`config.mk`:
```
export PLATFORM = sky130hd
export DESIGN_NAME = delay_meas
export DESIGN_NICKNAME = d
export VERILOG_FILES = /design/src/rtl/delay_meas_pkg.sv /design/src/rtl/delay_meas.sv
export SDC_FILE = /design/constraint.sdc
export NUM_CORES = 1
export LEC_CHECK = 0
export ABC_AREA = 1
export CORE_MARGIN = 3
export CORE_UTILIZATION = 51
export CTS_CLUSTER_SIZE = 8
export DETAILED_ROUTE_END_ITERATION = 16
export PLACE_DENSITY = 0.83
export SYNTH_ARGS = -nofsm -noshare
export SYNTH_HDL_FRONTEND = slang
export SYNTH_SLANG_ARGS = --single-unit
```
`constraint.sdc`:
```
create_clock -name clk -period 2.8 [get_ports clk]
set_input_delay 0.56 -clock clk [delete_from_list [all_inputs] [get_ports clk]]
set_output_delay 0.56 -clock clk [all_outputs]
set_load 0.02 [all_outputs]
```
`src/rtl/delay_meas_pkg.sv`:
```
// Shared types, defaults and sizing helper for the delay_meas loop-back latency calibrator.
package delay_meas_pkg;

    typedef enum logic [2:0] {
        ST_IDLE   = 3'd0,
        ST_FLUSH  = 3'd1,
        ST_PROBE  = 3'd2,
        ST_WAIT   = 3'd3,
        ST_FINISH = 3'd4
    } state_e;

    localparam int unsigned DEFAULT_DW        = 8;
    localparam logic [63:0] DEFAULT_MARKER    = '1;
    localparam logic [63:0] DEFAULT_IDLE_WORD = '0;

    // Width of the beat counter and of meas_len: must hold 0..max_len.
    function automatic int unsigned len_width(input int unsigned max_len);
        return $clog2(max_len + 1);
    endfunction

endpackage

```
`src/rtl/delay_meas.sv`:
```
// Loop-back latency calibrator: launches MARKER into an enable-qualified path and reports its delay in beats.
// Optional double-measurement consistency check enabled by `define DELAY_MEAS_VERIFY_EN.
module delay_meas
    import delay_meas_pkg::*;
#(
    parameter int unsigned    DW        = DEFAULT_DW,
    parameter int unsigned    MAX_LEN   = 32,
    parameter logic [DW-1:0]  MARKER    = DW'(DEFAULT_MARKER),
    parameter logic [DW-1:0]  IDLE_WORD = DW'(DEFAULT_IDLE_WORD)
) (
    input  logic                            clk,
    input  logic                            rst_n,
    input  logic                            en,
    input  logic                            start,
    input  logic [DW-1:0]                   din_ret,
    output logic [DW-1:0]                   probe_out,
    output logic                            busy,
    output logic                            done,
    output logic                            timeout,
    output logic [len_width(MAX_LEN)-1:0]   meas_len
`ifdef DELAY_MEAS_VERIFY_EN
    ,
    output logic                            mismatch
`endif
);

    localparam int unsigned   LW      = len_width(MAX_LEN);
    localparam logic [LW-1:0] LEN_MAX = LW'(MAX_LEN);

    if (MARKER == IDLE_WORD) begin : g_cfg_check
        $error("delay_meas: MARKER must differ from IDLE_WORD");
    end

    state_e         state_q;
    logic [LW-1:0]  cnt_q;
    logic [LW-1:0]  len_q;
    logic [DW-1:0]  probe_q;
    logic           busy_q;
    logic           done_q;
    logic           timeout_q;
    logic           hit_c;

`ifdef DELAY_MEAS_VERIFY_EN
    logic           second_q;
    logic           mismatch_q;
    assign mismatch = mismatch_q;
`endif

    assign hit_c = (din_ret == MARKER);

    // PROBE and WAIT share one branch: PROBE always runs with cnt_q == 0,
    // so cnt_q is the delay in both states.
    always_ff @(posedge clk) begin
        if (!rst_n) begin
            state_q   <= ST_IDLE;
            cnt_q     <= '0;
            len_q     <= '0;
            probe_q   <= IDLE_WORD;
            busy_q    <= 1'b0;
            done_q    <= 1'b0;
            timeout_q <= 1'b0;
`ifdef DELAY_MEAS_VERIFY_EN
            second_q   <= 1'b0;
            mismatch_q <= 1'b0;
`endif
        end else begin
            done_q <= 1'b0;
            case (state_q)
                ST_IDLE: begin
                    probe_q <= IDLE_WORD;
                    if (start) begin
                        state_q   <= ST_FLUSH;
                        busy_q    <= 1'b1;
                        cnt_q     <= '0;
                        len_q     <= '0;
                        timeout_q <= 1'b0;
`ifdef DELAY_MEAS_VERIFY_EN
                        second_q   <= 1'b0;
                        mismatch_q <= 1'b0;
`endif
                    end
                end
                ST_FLUSH: begin
                    if (en) begin
                        if (cnt_q == LEN_MAX) begin
                            state_q <= ST_PROBE;
                            cnt_q   <= '0;
                            probe_q <= MARKER;
                        end else begin
                            cnt_q <= cnt_q + LW'(1);
                        end
                    end
                end
                ST_PROBE, ST_WAIT: begin
                    if (en) begin
                        probe_q <= IDLE_WORD;
                        if (hit_c) begin
`ifdef DELAY_MEAS_VERIFY_EN
                            if (!second_q) begin
                                len_q    <= cnt_q;
                                second_q <= 1'b1;
                                state_q  <= ST_PROBE;
                                cnt_q    <= '0;
                                probe_q  <= MARKER;
                            end else begin
                                mismatch_q <= (cnt_q != len_q);
                                state_q    <= ST_FINISH;
                                done_q     <= 1'b1;
                            end
`else
                            len_q   <= cnt_q;
                            state_q <= ST_FINISH;
                            done_q  <= 1'b1;
`endif
                        end else if (state_q == ST_WAIT && cnt_q == LEN_MAX) begin
`ifdef DELAY_MEAS_VERIFY_EN
                            if (second_q) begin
                                mismatch_q <= 1'b1;
                            end else begin
                                timeout_q <= 1'b1;
                            end
`else
                            timeout_q <= 1'b1;
`endif
                            state_q <= ST_FINISH;
                            done_q  <= 1'b1;
                        end else begin
                            state_q <= ST_WAIT;
                            cnt_q   <= cnt_q + LW'(1);
                        end
                    end
                end
                ST_FINISH: begin
                    state_q <= ST_IDLE;
                    busy_q  <= 1'b0;
                end
                default: begin
                    state_q <= ST_IDLE;
                    busy_q  <= 1'b0;
                    probe_q <= IDLE_WORD;
                end
            endcase
        end
    end

    assign probe_out = probe_q;
    assign busy      = busy_q;
    assign done      = done_q;
    assign timeout   = timeout_q;
    assign meas_len  = len_q;

endmodule
```
Word level (Yosys, flattened, before mapping)
Index checks and enable logic that the tools add are counted.
Storage, ports and cells
  bits in registers: 26
Cells by class
  add/sub/neg operators: 1
  equality and inequality tests: 14
  mux-type cells: 30
  bitwise operators: 2
  reductions and logical operators: 13
Operators by type and width (count)
  two-way mux 6 bit: 8
  two-way mux 8 bit: 3
  one-hot mux 8 bit (3 select lines): 1
  two-way mux 3 bit: 6
  one-hot mux 6 bit (3 select lines): 1
  inequality test 2 bit (second input constant): 8
  one-hot mux 6 bit (2 select lines): 1
  AND reduction 4 bit: 3
  one-hot mux 3 bit (3 select lines): 1
  == test 8 bit (second input constant): 1
  two-way mux 1 bit: 7
  adder 6 x 1 -> 6 bit (second input constant): 1
  == test 3 x 2 -> 1 bit (second input constant): 2
  == test 6 bit (second input constant): 1
  AND reduction 6 bit: 1
  AND reduction 5 bit: 1
  one-hot mux 1 bit (2 select lines): 2
  == test 3 x 1 -> 1 bit (second input constant): 1
  == test 3 bit (second input constant): 1
  zero test 3 bit: 1
  AND reduction 3 bit: 1
  nonzero test 3 bit: 1
  OR reduction 3 bit: 1
  NOT 1 bit: 2
  4 further kinds: 4

Depth between registers and ports, before layout
Gate-level depths: netlist of the first run.
  word-level depth: 6
  gate-level depth with buffers: 10
  depth with buffers taken out: 10

Least setup slack after synthesis of the first run
OpenSTA, ideal clock, no wires.
  path type: in2reg
  start point: input port din_ret[7]
  end point: register len_q[0], in the netlist meas_len[0]
  library setup time: 116 ps
  arrival: 1230 ps
  required time: 2684 ps
  path slack: 1454 ps
  stages: 7
  cells stage by stage: nand2_1 -> nor2_1 -> nand3_2 -> nand2_1 -> nand2_2 -> o21ai_0 -> nor2_1
Between the ends
  cells in the longest elaborated chain, start to end: 3
RTL lines
  start, declared: RTL line delay_meas.sv:15  | input logic [DW-1:0] din_ret,
  == test 8 bit: RTL line delay_meas.sv:49  | assign hit_c = (din_ret == MARKER);
  inequality test 2 bit (no source line)
  AND reduction 4 bit (no source line)
  end signal, assigned: RTL line delay_meas.sv:111  | len_q <= cnt_q;
  end, declared: RTL line delay_meas.sv:36  | logic [LW-1:0] len_q;
Every way passes these cells.
A chain may end at the register's enable or synchronous reset.

==> results of run 1 <==
-- sequential cells by signal, summed over array words and instances (netlist names) --
name,count
busy,1
cnt_q,6
done,1
meas_len,6
probe_out,1
state_q,3
timeout,1
-- metrics by stage --
step | power, mW | instances | setup WS [ps] | utilization [%]
finish | 1.34 | 222 | 820 | 69.3
global route | 1.46 | 222 | 720 | 69.3
global placement | 1.19 | 218 | 899 | 67.9
detailed placement | 1.22 | 218 | 838 | 67.9
floorplan | 0.990 | 171 | 1450 | -
CTS | 1.35 | 222 | 799 | 69.3
-- path summary, 6_finish.rpt --
kind	endpoint	depth (start not counted)	slack (ps)	startpoint
worst max-delay path	probe_out[2]	1	820	probe_out[6]
worst min-delay path	timeout	2	470	timeout
worst max register to register	cnt_q[0]	9	1260	cnt_q[0]
worst min register to register	timeout	2	470	timeout
-- cell families (layout without fill, tap and decap cells) --
group	count (synthesis)	count (layout)
compound gates	19	19
xor+xnor	3	3
fa+ha+maj	2	2
buf+inv	25	49
flops	19	19
simple gates	103	103
-- placed cells by master, fill, tap and decap left out, drive strengths merged --
cell / synthesis / final
clkdlybuf4s50: 0 / 28
dfxtp: 19 / 19
nor3: 2 / 2
nor2: 38 / 38
clkbuf: 0 / 3
o21ai: 7 / 7
nand2: 50 / 50
a31oi: 1 / 1
nand3: 12 / 12
xor2: 3 / 3
nand3b: 1 / 1
inv: 16 / 16
a21oi: 11 / 11
ha: 2 / 2
clkinv: 1 / 2
-- layer usage --
layer | vias up | wire (um) | GRT usage, %
met5 | - | 0 | 0
met4 | 0 | 36 | 5.53
met3 | 4 | 171 | 5.35
met2 | 44 | 1050 | 30.8
met1 | 473 | 1000 | 22.7
li1 | 578 | - | -
-- power groups by stage --
| stage | clock network [mW] | logic (mW) | registers, mW |
|---|---|---|---|
| floorplan | 0 | 0.519 | 0.471 |
| global placement | 0 | 0.780 | 0.410 |
| detailed placement | 0 | 0.799 | 0.416 |
| CTS | 0.139 | 0.802 | 0.409 |
| global route | 0.152 | 0.891 | 0.419 |
| finish | 0.134 | 0.799 | 0.409 |
-- cell type report --
cell class | instances | share of cell area [%]
flip-flops and latches | 19 | 27.1
inverters | 17 | 4.55
multi-input cells | 127 | 43.9
repair buffers | 28 | 20.0
well taps | 27 | 2.41
clock inverters | 1 | 0.357
clock buffers | 3 | 1.61
==> metrics.md, run 1 <==
| Metric | Value |
|---|---|
| Largest family of logic cells by synthesized area | `simple AND/OR/NAND/NOR gates` |
| Yosys warning count | `0` |
| Setup bufs post-CTS | `0` |
| Final std cell area, no fill | `1400 um^2` |
| Pre-antenna DRT Iters | `5` |
| Status | `complete, no violations` |
| Fin. Hold Viols | `0` |
| Worst hold path type | `register to register` |
| Worst skew pair latency | `approximately 300 ps` |
| Hold-fix buffers, CTS | `0` |
| Post-synth top cells | `47 x nand2_1, 34 x nor2_1, 19 x dfxtp_1` |
| Vias in the first global route | `962` |
| Period Utilization, post-route | `between 70% and 80%` |
| Flop pwr share | `30.5%` |
| XOR/XNOR Fraction of Synth Area | `2.33%` |
| Post-Synth Simple-Gate Area | `41.5%` |
| Worst vdd ir | `0.528 mV` |
| CTS tree | `done` |
| Hold slack | `467 ps` |
| Final min period | `between 1500 and 2000 ps` |
| Synth Area in Adders | `2.22%` |
| Initial antenna violation count | `0` |
| Routability cong. | `0.877` |
| Die height | `between 50 and 60 um` |
| Max-Cap Viols | `0` |
| Antenna cell count | `0` |
| Initial drt markers | `20` |
| Port Buffers | `28` |
| Floorplan row count | `16` |
| CP Launch Type | `register` |
| Max-slew violation count | `0` |
| Least-Margin Pin Slew | `364 ps` |
| Antenna viol nets, final | `0` |
| Final WL | `2.26 mm` |
| Grt total ovfl | `0` |
| Cell taking the most area after synthesis | `dfxtp_1` |
| Pin count of the biggest net entering global routing | `12` |
| Combinational power share | `around three fifths` |
| H-tree depth | `1` |
| Sequential cell area fraction in the yosys report | `33.7%` |
| CP delay by family, top | `buffers and inverters` |
| Mapped Avg Cell Area | `6.59 um^2` |
| IO Pins | `29` |
| Post-synth EDFFs | `0` |
| CP max FO | `9` |
| Post-synthesis mux area share | `0%` |
| Crit-path cells | `clkdlybuf4s50_1` |
| Cts bufs inserted | `3` |
| Syn_nets | `185` |
| Setup repair after global routing missed its margin | `false` |
| Async set-reset flop share out of synthesis | `0%` |
| LEAKAGE | `0.613 nW` |
| CTS Root Cell | `clkbuf_4` |
| Setup Total Neg Slack | `0 ps` |
| Area growth, synth to finish | `24.3%` |
| Fillcell total | `178` |
| CTS resizes | `0` |
| Slew Limit Headroom | `75.6%` |
| Sw frac | `46.1%` |
| Post-synth top area share | `33.7%` |
| Post-DP HPWL | `between 1.5 and 2 mm` |
| Setup Skew | `6.30 ps` |
| Worst path bufs/invs | `1` |
| Top cells by area, synth | `dfxtp_1 34%, nand2_1 16%, nor2_1 11%` |
| Int Pwr | `a little over 0.7 mW` |
| Crit Path Class | `register to output port` |
| Pwr Density | `957 nW/um^2` |
| Clock buffer depth | `2` |
| Post-synthesis cell area | `1130 um^2` |
| Initial core utilization | `about 56%` |
| Slowest stage delay, CP | `between 600 and 700 ps` |
| Ys flop type | `dfxtp_1` |
| Drc violations | `0` |
| Layout cells sized above 1 | `9.23%` |
| Total core area | `slightly above 2000 um^2` |
| Final setup fails | `0` |
| Fmax | `roughly 510 MHz` |
| Chip Width | `around 53 um` |
| Crit end category | `output port` |
| Post-synthesis compound-gate area fraction | `8.55%` |
| P_sw | `0.619 mW` |
| Multi-input logic area | `approximately 620 um^2` |
| Register area | `380 um^2` |
| Yosys reg bits | `19` |
| Gr usage total | `18.5%` |
| Clock slew at reported path FFs | `100 ps` |
| Crit path arrival time | `1420 ps` |
| Die area | `2810 um^2` |
| WL/cell | `10.2 um` |
| Cell Area, Placed | `approximately 1400 um^2` |
| Global-route wire length before repair | `3.93 mm` |
| Count leader, synth | `nand2_1` |
| Num Clock Sinks | `19` |
| Slowest-stage cell, CP | `clkdlybuf4s50_1` |
| Drt via density | `4.95` |
| Required time worst endpoint | `2240 ps` |
| Clock power share | `about 10%` |
| Netlist cell types | `23` |
| # nets final | `between 200 and 250` |
| Synth Instances | `approximately 170` |
| Routed via count | `1099` |
Power figures use the tool's default switching activity.
==> run 2: changes to the inputs <==
- CORE_UTILIZATION: 51 -> 48
- PLACE_DENSITY: 0.83 -> 0.79
- clock period: 2.8 -> 1.95 ns (I/O delays scaled with it)
==> metrics.md, run 2 (synthesized netlist as in run 1, its figures left out) <==
| Metric | Value |
|---|---|
| Status | `complete, no violations` |
| CP Launch Type | `register` |
| WL/cell | `9.73 um` |
| Period Utilization, post-route | `91.8%` |
| Pwr Density | `between 1000 and 1500 nW/um^2` |
| Global-route wire length before repair | `3.88 mm` |
| Critical Path End | `probe_out[4]` |
| Hold-fix buffers, CTS | `0` |
| Worst skew pair latency | `280 ps` |
| Area growth, synth to finish | `24.9%` |
| Crit end category | `output port` |
| Routability cong. | `0.854` |
| Chip Width | `between 50 and 60 um` |
| Cell count along the critical path | `1` |
| Slew Limit Headroom | `around 76%` |
| Initial antenna violation count | `0` |
| Met3 usage | `3.81%` |
| Setup bufs post-CTS | `0` |
| Met1 Usage GRT | `21.9%` |
| Setup Total Neg Slack | `0 ps` |
| P_sw | `0.873 mW` |
| Cts bufs inserted | `3` |
| LEAKAGE | `just over 0.6 nW` |
| Flop pwr share | `30.7%` |
| Worst hold path type | `register to register` |
| CP delay by family, top | `buffers and inverters` |
| Antenna cell count | `0` |
| Max-Cap Viols | `0` |
| Crit path arrival time | `1400 ps` |
| Final Non-Filler Cells | `about 220` |
| Least-Margin Pin Slew | `roughly 350 ps` |
| Fillcell total | `198` |
| Clock buffer depth | `2` |
| Clock slew at reported path FFs | `100 ps` |
| Max-slew violation count | `0` |
| Fmax | `559 MHz` |
| CTS resizes | `0` |
| Drc violations | `0` |
| Crit Path Class | `register to output port` |
| Floorplan row count | `16` |
| Post-DP HPWL | `roughly 1.8 mm` |
| Placed Instances | `219` |
| CP max FO | `9` |
| Register-to-Register Path Depth | `10` |
| Fin. Hold Viols | `0` |
| Final setup fails | `0` |
| Int Pwr | `between 1 and 1.5 mW` |
| Initial drt markers | `31` |
| Pre-antenna DRT Iters | `4` |
| Most frequent cells in the layout | `47 x nand2_1, 34 x nor2_1, 28 x clkdlybuf4s50_1, 19 x dfxtp_1, 13 x inv_1` |
| Crit-path cells | `clkdlybuf4s50_1` |
| Die height | `54.5 um` |
| Grt total ovfl | `0` |
| Reg2Reg Launch Point | `cnt_q[0]` |
| Multi-input logic area | `616 um^2` |
| Final WL | `2.17 mm` |
| Final min period | `1790 ps` |
| Routed via count | `around 1.1k` |
| Gr usage total | `roughly 18%` |
| Setup Skew | `1.41 ps` |
| CTS Root Cell | `clkbuf_4` |
| Port Buffers | `28` |
| Setup repair after global routing missed its margin | `false` |
| RR Endpoint | `cnt_q[1]` |
| Total core area | `2080 um^2` |
| Reg2Reg Setup Slack | `~450 ps` |
| Layer with the highest usage | `met2` |
| Required time worst endpoint | `1560 ps` |
| Die area | `2970 um^2` |
| IO Pins | `29` |
| Drt via density | `4.85` |
| Combinational power share | `between 50% and 60%` |
| Slowest stage delay, CP | `660 ps` |
| Register area | `380 um^2` |
| Layout cells sized above 1 | `9.18%` |
| Hold Crit Start | `timeout` |
| Initial core utilization | `between 50 and 60%` |
| Pin count of the biggest net entering global routing | `11` |
| Worst Setup SP | `probe_out[6]` |
| Clock power share | `10.0%` |
| CTS tree | `done` |
| Slowest-stage cell, CP | `clkdlybuf4s50_1` |
| Worst vdd ir | `between 0.7 and 0.8 mV` |
| H-tree depth | `1` |
| Vias in the first global route | `about 940` |
| # nets final | `211` |
| Worst path bufs/invs | `1` |
| Commonest non-fill, non-tap cell in the layout | `nand2_1` |
| Antenna viol nets, final | `0` |
| Num Clock Sinks | `19` |
| Met2 usage | `30.7%` |
| Sw frac | `45.6%` |
==> run 2: changes by cell type in the layout (fill, tap and decap cells not counted), sizes merged <==
cell    previous run  this run
clkbuf             3         4
clkinv             2         1
buf                0         1
==> run 2: per-layer routing <==
| metal | vias to the layer above | share of wire [%] |
|---|---|---|
| li1 | 580 | - |
| met1 | 464 | 46 |
| met2 | 38 | 46 |
| met3 | 0 | 7.5 |
| met4 | 0 | 0 |
| met5 | - | 0 |
==> run 2: worst min-delay path by stage <==
stage / end / slack (ps) / cells after the start
floorplan: state_q[0] / 470 / 2
global placement: timeout / 430 / 2
detailed placement: timeout / 440 / 2
CTS: timeout / 450 / 2
global route: timeout / 490 / 2
finish: timeout / 450 / 2
==> run 2: per-stage QoR <==
stage          total power [mW]  hold WS (ps)  util (%)  worst slack (ps)  instance area (um^2)
3_5_place_dp               1.74           435      66.3               177                  1380
2_1_floorplan              1.42           470         -               642                  1130
5_1_grt                    2.11           486      67.6              44.9                  1410
4_1_cts                    1.93           452      67.6               117                  1410
3_3_place_gp               1.71           435      66.3               223                  1380
6_report                   1.91           448      67.6               160                  1410
==> run 2: layout make-up <==
class / count / share of cell area (%)
multi-input combinational: 127 / 43.7
timing repair buffer: 29 / 20.4
tap: 27 / 2.40
clock buffer: 4 / 1.87
sequential: 19 / 27.0
inverter: 17 / 4.53
==> run 2: worst reg2reg max path, delay by kind of cell, from the launching register on <==
family	cells	cell delay, ps
flops	1	390
simple gates	7	660
fa+ha+maj	1	200
buf+inv	2	150
==> run 2: power groups by stage <==
stage,clock [mW],sequential (mW),combinational [mW]
3_5_place_dp,0,0.600,1.14
5_1_grt,0.219,0.610,1.28
6_report,0.191,0.588,1.14
2_1_floorplan,0,0.676,0.746
3_3_place_gp,0,0.589,1.12
4_1_cts,0.204,0.590,1.14
